**src/rtl/game_phase_sequencer.sv**
```systemverilog
// -----------------------------------------------------------------------------
// game_phase_sequencer
//
// Round sequencer for the symbol-counting game. It walks through the phases
// PRE -> GAME -> ANSWER -> POST once per round. Each phase is timed in whole
// seconds, derived from Clk100M. When ANSWER ends, the player's count is
// latched and judged against the game's count. A failed round ends in LOSE.
// Passing NUM_ROUNDS rounds ends in VICTORY. Both terminal states hold until
// start is asserted.
//
// Ports:
//   Clk100M            system clock
//   Rst_n              asynchronous active-low reset
//   start              debounced start/replay request, sampled every cycle
//   userCount[7:0]     player's count, sampled on the ANSWER->POST edge
//   gameCount[7:0]     real symbol count, sampled on the ANSWER->POST edge
//   pre/game/answer/post/lose/victory
//                      registered phase flags, at most one high at a time
//   secLeft[3:0]       seconds remaining in the current timed phase
//   round[3:0]         current round, 1-based; 0 while idle
//   postPage[1:0]      POST sub-screen index
//   countDiff[7:0]     latched |userCount - gameCount|
//   roundWin           latched countDiff <= TOL
// -----------------------------------------------------------------------------
module game_phase_sequencer #(
  parameter int TICK_DIV    = 100000000,
  parameter int PRE_SECS    = 3,
  parameter int GAME_SECS   = 10,
  parameter int ANSWER_SECS = 5,
  parameter int NUM_ROUNDS  = 5,
  parameter int TOL         = 0
) (
  input  logic       Clk100M,
  input  logic       Rst_n,
  input  logic       start,
  input  logic [7:0] userCount,
  input  logic [7:0] gameCount,
  output logic       pre,
  output logic       game,
  output logic       answer,
  output logic       post,
  output logic       lose,
  output logic       victory,
  output logic [3:0] secLeft,
  output logic [3:0] round,
  output logic [1:0] postPage,
  output logic [7:0] countDiff,
  output logic       roundWin
);

  typedef enum logic [2:0] {
    S_IDLE, S_PRE, S_GAME, S_ANSWER, S_POST, S_LOSE, S_VICTORY
  } state_e;

  localparam logic [26:0] TICK_LAST  = 27'(TICK_DIV - 1);
  localparam logic [3:0]  PRE_W      = 4'(PRE_SECS);
  localparam logic [3:0]  GAME_W     = 4'(GAME_SECS);
  localparam logic [3:0]  ANSWER_W   = 4'(ANSWER_SECS);
  localparam logic [3:0]  ROUNDS_W   = 4'(NUM_ROUNDS);
  localparam logic [7:0]  TOL_W      = 8'(TOL);

  state_e      state_q, state_d;
  logic [26:0] tick_cnt_q, tick_cnt_d;
  logic [3:0]  sec_left_q, sec_left_d;
  logic [3:0]  round_q, round_d;
  logic [1:0]  post_page_q, post_page_d;
  logic [7:0]  count_diff_q, count_diff_d;
  logic        round_win_q, round_win_d;
  // Flag order: {pre, game, answer, post, lose, victory}
  logic [5:0]  flags_q, flags_d;

  logic        tick;
  logic        timed_phase;
  logic [7:0]  abs_diff;

  assign tick     = (tick_cnt_q == TICK_LAST);
  assign abs_diff = (userCount >= gameCount) ? (userCount - gameCount)
                                             : (gameCount - userCount);

  always_comb begin
    // NOTE: every signal gets a default before the case; any path that skips
    // an assignment would otherwise infer a latch.
    state_d      = state_q;
    sec_left_d   = sec_left_q;
    round_d      = round_q;
    post_page_d  = post_page_q;
    count_diff_d = count_diff_q;
    round_win_d  = round_win_q;
    timed_phase  = 1'b0;

    unique case (state_q)
      S_IDLE: begin
        if (start) begin
          state_d    = S_PRE;
          round_d    = 4'd1;
          sec_left_d = PRE_W;
        end
      end

      S_PRE: begin
        timed_phase = 1'b1;
        if (tick) begin
          if (sec_left_q == 4'd1) begin
            state_d    = S_GAME;
            sec_left_d = GAME_W;
          end else begin
            sec_left_d = sec_left_q - 4'd1;
          end
        end
      end

      S_GAME: begin
        timed_phase = 1'b1;
        if (tick) begin
          if (sec_left_q == 4'd1) begin
            state_d    = S_ANSWER;
            sec_left_d = ANSWER_W;
          end else begin
            sec_left_d = sec_left_q - 4'd1;
          end
        end
      end

      S_ANSWER: begin
        timed_phase = 1'b1;
        if (tick) begin
          if (sec_left_q == 4'd1) begin
            // The counts are judged in the same cycle that ANSWER ends.
            state_d      = S_POST;
            sec_left_d   = 4'd0;
            post_page_d  = 2'd0;
            count_diff_d = abs_diff;
            round_win_d  = (abs_diff <= TOL_W);
          end else begin
            sec_left_d = sec_left_q - 4'd1;
          end
        end
      end

      S_POST: begin
        timed_phase = 1'b1;
        if (tick) begin
          if (post_page_q == 2'd3) begin
            post_page_d = 2'd0;
            if (!round_win_q) begin
              state_d = S_LOSE;
            end else if (round_q == ROUNDS_W) begin
              state_d = S_VICTORY;
            end else begin
              state_d    = S_PRE;
              round_d    = round_q + 4'd1;
              sec_left_d = PRE_W;
            end
          end else begin
            post_page_d = post_page_q + 2'd1;
          end
        end
      end

      S_LOSE, S_VICTORY: begin
        if (start) begin
          state_d      = S_IDLE;
          round_d      = 4'd0;
          count_diff_d = 8'd0;
          round_win_d  = 1'b0;
        end
      end

      default: state_d = S_IDLE;
    endcase

    // The tick counter restarts on every state change, so each phase lasts
    // exactly N whole ticks. Outside the timed phases it is held at 0.
    if (!timed_phase || (state_d != state_q) || tick) begin
      tick_cnt_d = 27'd0;
    end else begin
      tick_cnt_d = tick_cnt_q + 27'd1;
    end

    // The flags are decoded from the next state, so they change on the same
    // edge as the state itself and come straight out of flops.
    flags_d = 6'b000000;
    unique case (state_d)
      S_PRE:     flags_d = 6'b100000;
      S_GAME:    flags_d = 6'b010000;
      S_ANSWER:  flags_d = 6'b001000;
      S_POST:    flags_d = 6'b000100;
      S_LOSE:    flags_d = 6'b000010;
      S_VICTORY: flags_d = 6'b000001;
      default:   flags_d = 6'b000000;
    endcase
  end

  // NOTE: state registers use non-blocking assignments only, so every flop
  // samples the values from before the clock edge.
  always_ff @(posedge Clk100M or negedge Rst_n) begin
    if (!Rst_n) begin
      state_q      <= S_IDLE;
      tick_cnt_q   <= 27'd0;
      sec_left_q   <= 4'd0;
      round_q      <= 4'd0;
      post_page_q  <= 2'd0;
      count_diff_q <= 8'd0;
      round_win_q  <= 1'b0;
      flags_q      <= 6'b000000;
    end else begin
      state_q      <= state_d;
      tick_cnt_q   <= tick_cnt_d;
      sec_left_q   <= sec_left_d;
      round_q      <= round_d;
      post_page_q  <= post_page_d;
      count_diff_q <= count_diff_d;
      round_win_q  <= round_win_d;
      flags_q      <= flags_d;
    end
  end

  assign {pre, game, answer, post, lose, victory} = flags_q;
  assign secLeft   = sec_left_q;
  assign round     = round_q;
  assign postPage  = post_page_q;
  assign countDiff = count_diff_q;
  assign roundWin  = round_win_q;

endmodule
```
**config.mk**
```make
export PLATFORM = sky130hd
export DESIGN_NAME = game_phase_sequencer
export DESIGN_NICKNAME = d
export VERILOG_FILES = /design/src/rtl/game_phase_sequencer.sv
export SDC_FILE = /design/constraint.sdc
export NUM_CORES = 1
export LEC_CHECK = 0
export ABC_AREA = 1
export BUFFER_PORTS_ARGS = -buffer_cell sky130_fd_sc_hd__buf_2
export CORE_ASPECT_RATIO = 0.9
export CORE_UTILIZATION = 43
export DETAILED_ROUTE_END_ITERATION = 16
export GPL_TIMING_DRIVEN = 0
export PLACE_DENSITY = 0.65
export SLEW_MARGIN = 20
export SYNTH_ARGS = -nofsm -noshare
export SYNTH_HDL_FRONTEND = slang
export SYNTH_SLANG_ARGS = --single-unit
```
**constraint.sdc**
```tcl
create_clock -name Clk100M -period 3.3 [get_ports Clk100M]
set_input_delay 0.165 -clock Clk100M [delete_from_list [all_inputs] [get_ports Clk100M]]
set_output_delay 0.165 -clock Clk100M [all_outputs]
set_load 0.01 [all_outputs]
```
==> run_results.csv <==
group,metric,value,unit
clocking,clk_path_buf_depth,2,
detailed_routing,post-route-drc-count,0,
place,dp_hpwl,7160,um
synth,synth.distinct_cells,36,
clocking,worst_setup_hold_path_clk_slew,0.10,ns
clocking,cts_tree,"built",
synth,ys.flop_type,"sky130_fd_sc_hd__dfrtp_1",
synth,synth_nets,614,
timing,max_slew_margin,53.1,%
setup_path,cpMostUsedCell,"sky130_fd_sc_hd__nor2_1",
pwr,powerDensity,380,nW/um^2
layout,num-nets-final,665,
synth,mappedNetlistArea,3990,sq um
synth,synth-seq-cells,55,
layout,final.fill_count,919,
timing,tightestPinTransition,0.704,ns
setup_path,r2r_worst_path_depth,10,
global_route,grt_first_pass_wirelength,15800,um
clocking,htree_num_levels,2,
floorplan,placement_rows,32,
detailed_routing,drt-met1-wl,4660,um
run,number_of_maximum_capacitance_constraint_violations,0,
layout,n_antenna_cell,0,
timing,timing_max_transition_violations_final,0,
detailed_routing,wl_per_cell,12.4,um
synth,postSynth.asyncResetShare,100,%
layout,mostFrequentLayoutCells,"140 x sky130_fd_sc_hd__nand2_1, 82 x sky130_fd_sc_hd__inv_1, 78 x sky130_fd_sc_hd__nor2_1",
setup_path,cp.arrival,2.29,ns
layout,instances_no_fill,742,
floorplan,die-height,93.4,um
timing,setup-tns-final,0,ns
timing,final.hold.worst_slack,0.264,ns
setup_path,cp_slowest_stage_delay,0.38,ns
synth,synth_simple_gate_area_share,37.6,%
global_route,grt_pass1_vias,3470,
setup_path,worstSetupStartpointType,"register",
pwr,power.static_leakage,2.45,nW
global_route,antenna_found_initial,0,
layout,flow.area_growth_from_synthesis,11.6,%
global_route,grt_remaining_overflow,0,
layout,post-route-util,50.8,%
floorplan,start_util,45.5,%
setup_path,crit_type,"register to register",
pwr,power_report.internal_total,1.10,mW
setup_path,critical_path_depth,10,
detailed_routing,post_drt_via_cell_ratio,5.05,
timing,grt_setup_unrepaired,"false",
pwr,comb_power_share,30.1,%
timing,final.setup_skew,0.00648,ns
setup_path,critPathBufInv,2,
layout,drive_gt1_share,14.3,%
clocking,clock_sinks,55,
clocking,cts_resized,0,
pwr,irDropWorstVdd,0.000238,V
place,placedCellCount,734,
pwr,switching_power,595,uW
detailed_routing,wl,9230,um
detailed_routing,dr.max_layer_used,"met4",
detailed_routing,detailroute.wirelength.met2,3960,um
clocking,worstSkewPairLatency,0.32,ns
floorplan,floorplan.die_area,9670,sq um
pwr,power_frac_seq,47.0,%
synth,muxShareOfSynthArea,0,%
hold_path,hold_depth,3,
global_route,grt_start_max_net_pins,56,
pwr,total_power,1.69,mW
setup_path,path_cells,"inv_1 > ha_1 > nand3_1 > nor2_2 > nor2_1 > nor2_1 > nand2_2 > nor2_4 > inv_2 > o21ai_1",
place,place.gp.congestion,0.938,
floorplan,boundaryPins,44,
place,portBuffers,43,
detailed_routing,dr_total_vias,3744,
synth,synth-adder-area-share,7.59,%
synth,area_fraction_in_compound_gates_after_synthesis,7.05,%
synth,synth_warnings,0,
floorplan,area_of_the_placeable_core,8770,sq um
setup_path,worstSetupEndpointType,"register",
synth,yosysSeqAreaShare,34.5,%
timing,setup_violations,0,
timing,hold_violations,0,
detailed_routing,detailedRoute.firstPassIterationCount,4,
status,status,"finished, final reports clean",
timing,max_clock_freq,488,MHz
setup_path,critical_path.slowest_cell,"sky130_fd_sc_hd__dfrtp_1",
clocking,cts.root.buffer_cell,"sky130_fd_sc_hd__clkbuf_8",
detailed_routing,wl_met3,509,um
timing,post-route-min-period,2.05,ns
timing,final_min_period_over_clock_period,62.1,%
synth,synth_enable_flop_cells,0,
hold_path,hold_path_class,"input port to register",
pwr,clkPwrFrac,22.8,%
synth,synth_xor_xnor_area_share,3.95,%
synth,synth_area_per_cell,6.98,sq um
pwr,switching_share,35.1,%
synth,synth_top_family_by_area,"simple AND/OR/NAND/NOR gates",
synth,synth_cells,572,
detailed_routing,drt.antenna.violating_nets,0,
clocking,cts_buffers,5,
setup_path,critical_path_peak_fanout,10,
layout,layout_commonest_cell,"sky130_fd_sc_hd__nand2_1",
floorplan,die_w,104,um
detailed_routing,drt_iter0_drc,208,
setup_path,cp_top_family,"simple AND/OR/NAND/NOR gates",
global_route,grtUsageTotal,20.2,%
setup_path,timing.critical_path.required,3.55,ns
[final cells by class]
class | count | area (sq um) | area share (%)
clock buffers | 6 | 82.6 | 1.85
repair buffers | 44 | 228 | 5.11
multi-input cells | 421 | 2240 | 50.4
plain buffers | 5 | 25.0 | 0.562
flip-flops and latches | 55 | 1380 | 30.9
well taps | 119 | 149 | 3.34
inverters | 91 | 347 | 7.78
clock inverters | 1 | 5.00 | 0.112
[sequential cells by signal, indices dropped and copies added (netlist names)]
signal / cells
state_q: 3
roundWin: 1
tick_cnt_q: 27
round: 4
countDiff: 8
secLeft: 4
flags_q: 6
postPage: 2
[what timing repair did]
item,in CTS,in global routing
hold buffers,1,0
buffers inserted,0,0
hold endpoints to repair,55,0
[worst paths after layout]
kind / start / endpoint / slack [ns]
hold / removal: gameCount[0] / countDiff[0]$_DFFE_PN0P_ / 0.26
max in group asynchronous: Rst_n / flags_q[4]$_DFF_PN0_ / 2.41
hold reg to reg: countDiff[4]$_DFFE_PN0P_ / countDiff[4]$_DFFE_PN0P_ / 0.51
setup reg to reg: secLeft[1]$_DFFE_PN0P_ / countDiff[3]$_DFFE_PN0P_ / 1.25
min in group asynchronous: Rst_n / tick_cnt_q[23]$_DFF_PN0_ / 0.44
setup / recovery: secLeft[1]$_DFFE_PN0P_ / countDiff[3]$_DFFE_PN0P_ / 1.25
[worst min-delay path: cells and delay by family]
family | cells | cell delay [ns]
AO/OA/AOI/OAI | 1 | 0.09
buffers and inverters | 1 | 0.09
adder cells (fa/ha/maj) | 1 | 0.20
[synthesized netlist by cell type (2+ instances only)]
master / instances / share of area, %
sky130_fd_sc_hd__fa_1: 2 / 1.0
sky130_fd_sc_hd__inv_2: 8 / 0.75
sky130_fd_sc_hd__nor2_4: 3 / 0.85
sky130_fd_sc_hd__xor2_1: 10 / 2.2
sky130_fd_sc_hd__buf_2: 5 / 0.63
sky130_fd_sc_hd__xnor2_1: 8 / 1.8
sky130_fd_sc_hd__ha_1: 21 / 6.6
sky130_fd_sc_hd__nand2_1: 140 / 13
sky130_fd_sc_hd__nand4_1: 15 / 2.4
sky130_fd_sc_hd__inv_1: 82 / 7.7
sky130_fd_sc_hd__nor2_2: 4 / 0.63
sky130_fd_sc_hd__nor2_1: 78 / 7.3
sky130_fd_sc_hd__nand2_2: 8 / 1.3
sky130_fd_sc_hd__or2_2: 2 / 0.31
sky130_fd_sc_hd__nor4_1: 2 / 0.31
sky130_fd_sc_hd__nand3_1: 49 / 6.1
sky130_fd_sc_hd__a22o_1: 4 / 0.88
sky130_fd_sc_hd__o21ai_0: 11 / 1.4
sky130_fd_sc_hd__o21ai_1: 13 / 1.6
sky130_fd_sc_hd__a21oi_1: 15 / 1.9
sky130_fd_sc_hd__nand2_4: 3 / 0.85
sky130_fd_sc_hd__dfrtp_1: 55 / 34
sky130_fd_sc_hd__nand3_2: 2 / 0.50
sky130_fd_sc_hd__nor3_1: 18 / 2.3
sky130_fd_sc_hd__nor3b_1: 3 / 0.56
[layer usage]
layer | up-vias | global-route usage (%)
li1 | 1923 | -
met5 | - | 0
met1 | 1709 | 28.6
met4 | 0 | 4.95
met3 | 10 | 3.41
met2 | 102 | 32.0
[power groups by stage]
stage | Sequential [mW] | Clock, mW | Combinational, mW
final | 0.796 | 0.386 | 0.510
after CTS | 0.796 | 0.403 | 0.513
after detailed placement | 0.809 | 0 | 0.509
after global placement | 0.805 | 0 | 0.496
after global routing | 0.804 | 0.428 | 0.589
after floorplan | 0.814 | 0 | 0.351
[stage by stage]
| stage | setup slack, ns | instance area (sq um) |
|---|---|---|
| finish | 1.25 | 4460 |
| global route | 0.966 | 4460 |
| CTS | 1.23 | 4460 |
| detailed placement | 1.05 | 4360 |
| global placement | 1.06 | 4360 |
| floorplan | 1.54 | 3990 |
[logic make-up (layout without fill, tap and decap cells)]
family                   after synthesis  in the layout
AO/OA/AOI/OAI                         50             50
XOR/XNOR                              18             18
adder cells (fa/ha/maj)               23             23
buffers and inverters                 96            147
flip-flops                            55             55
AND/OR/NAND/NOR                      330            330
No activity file was read; power rests on OpenSTA's default activity.
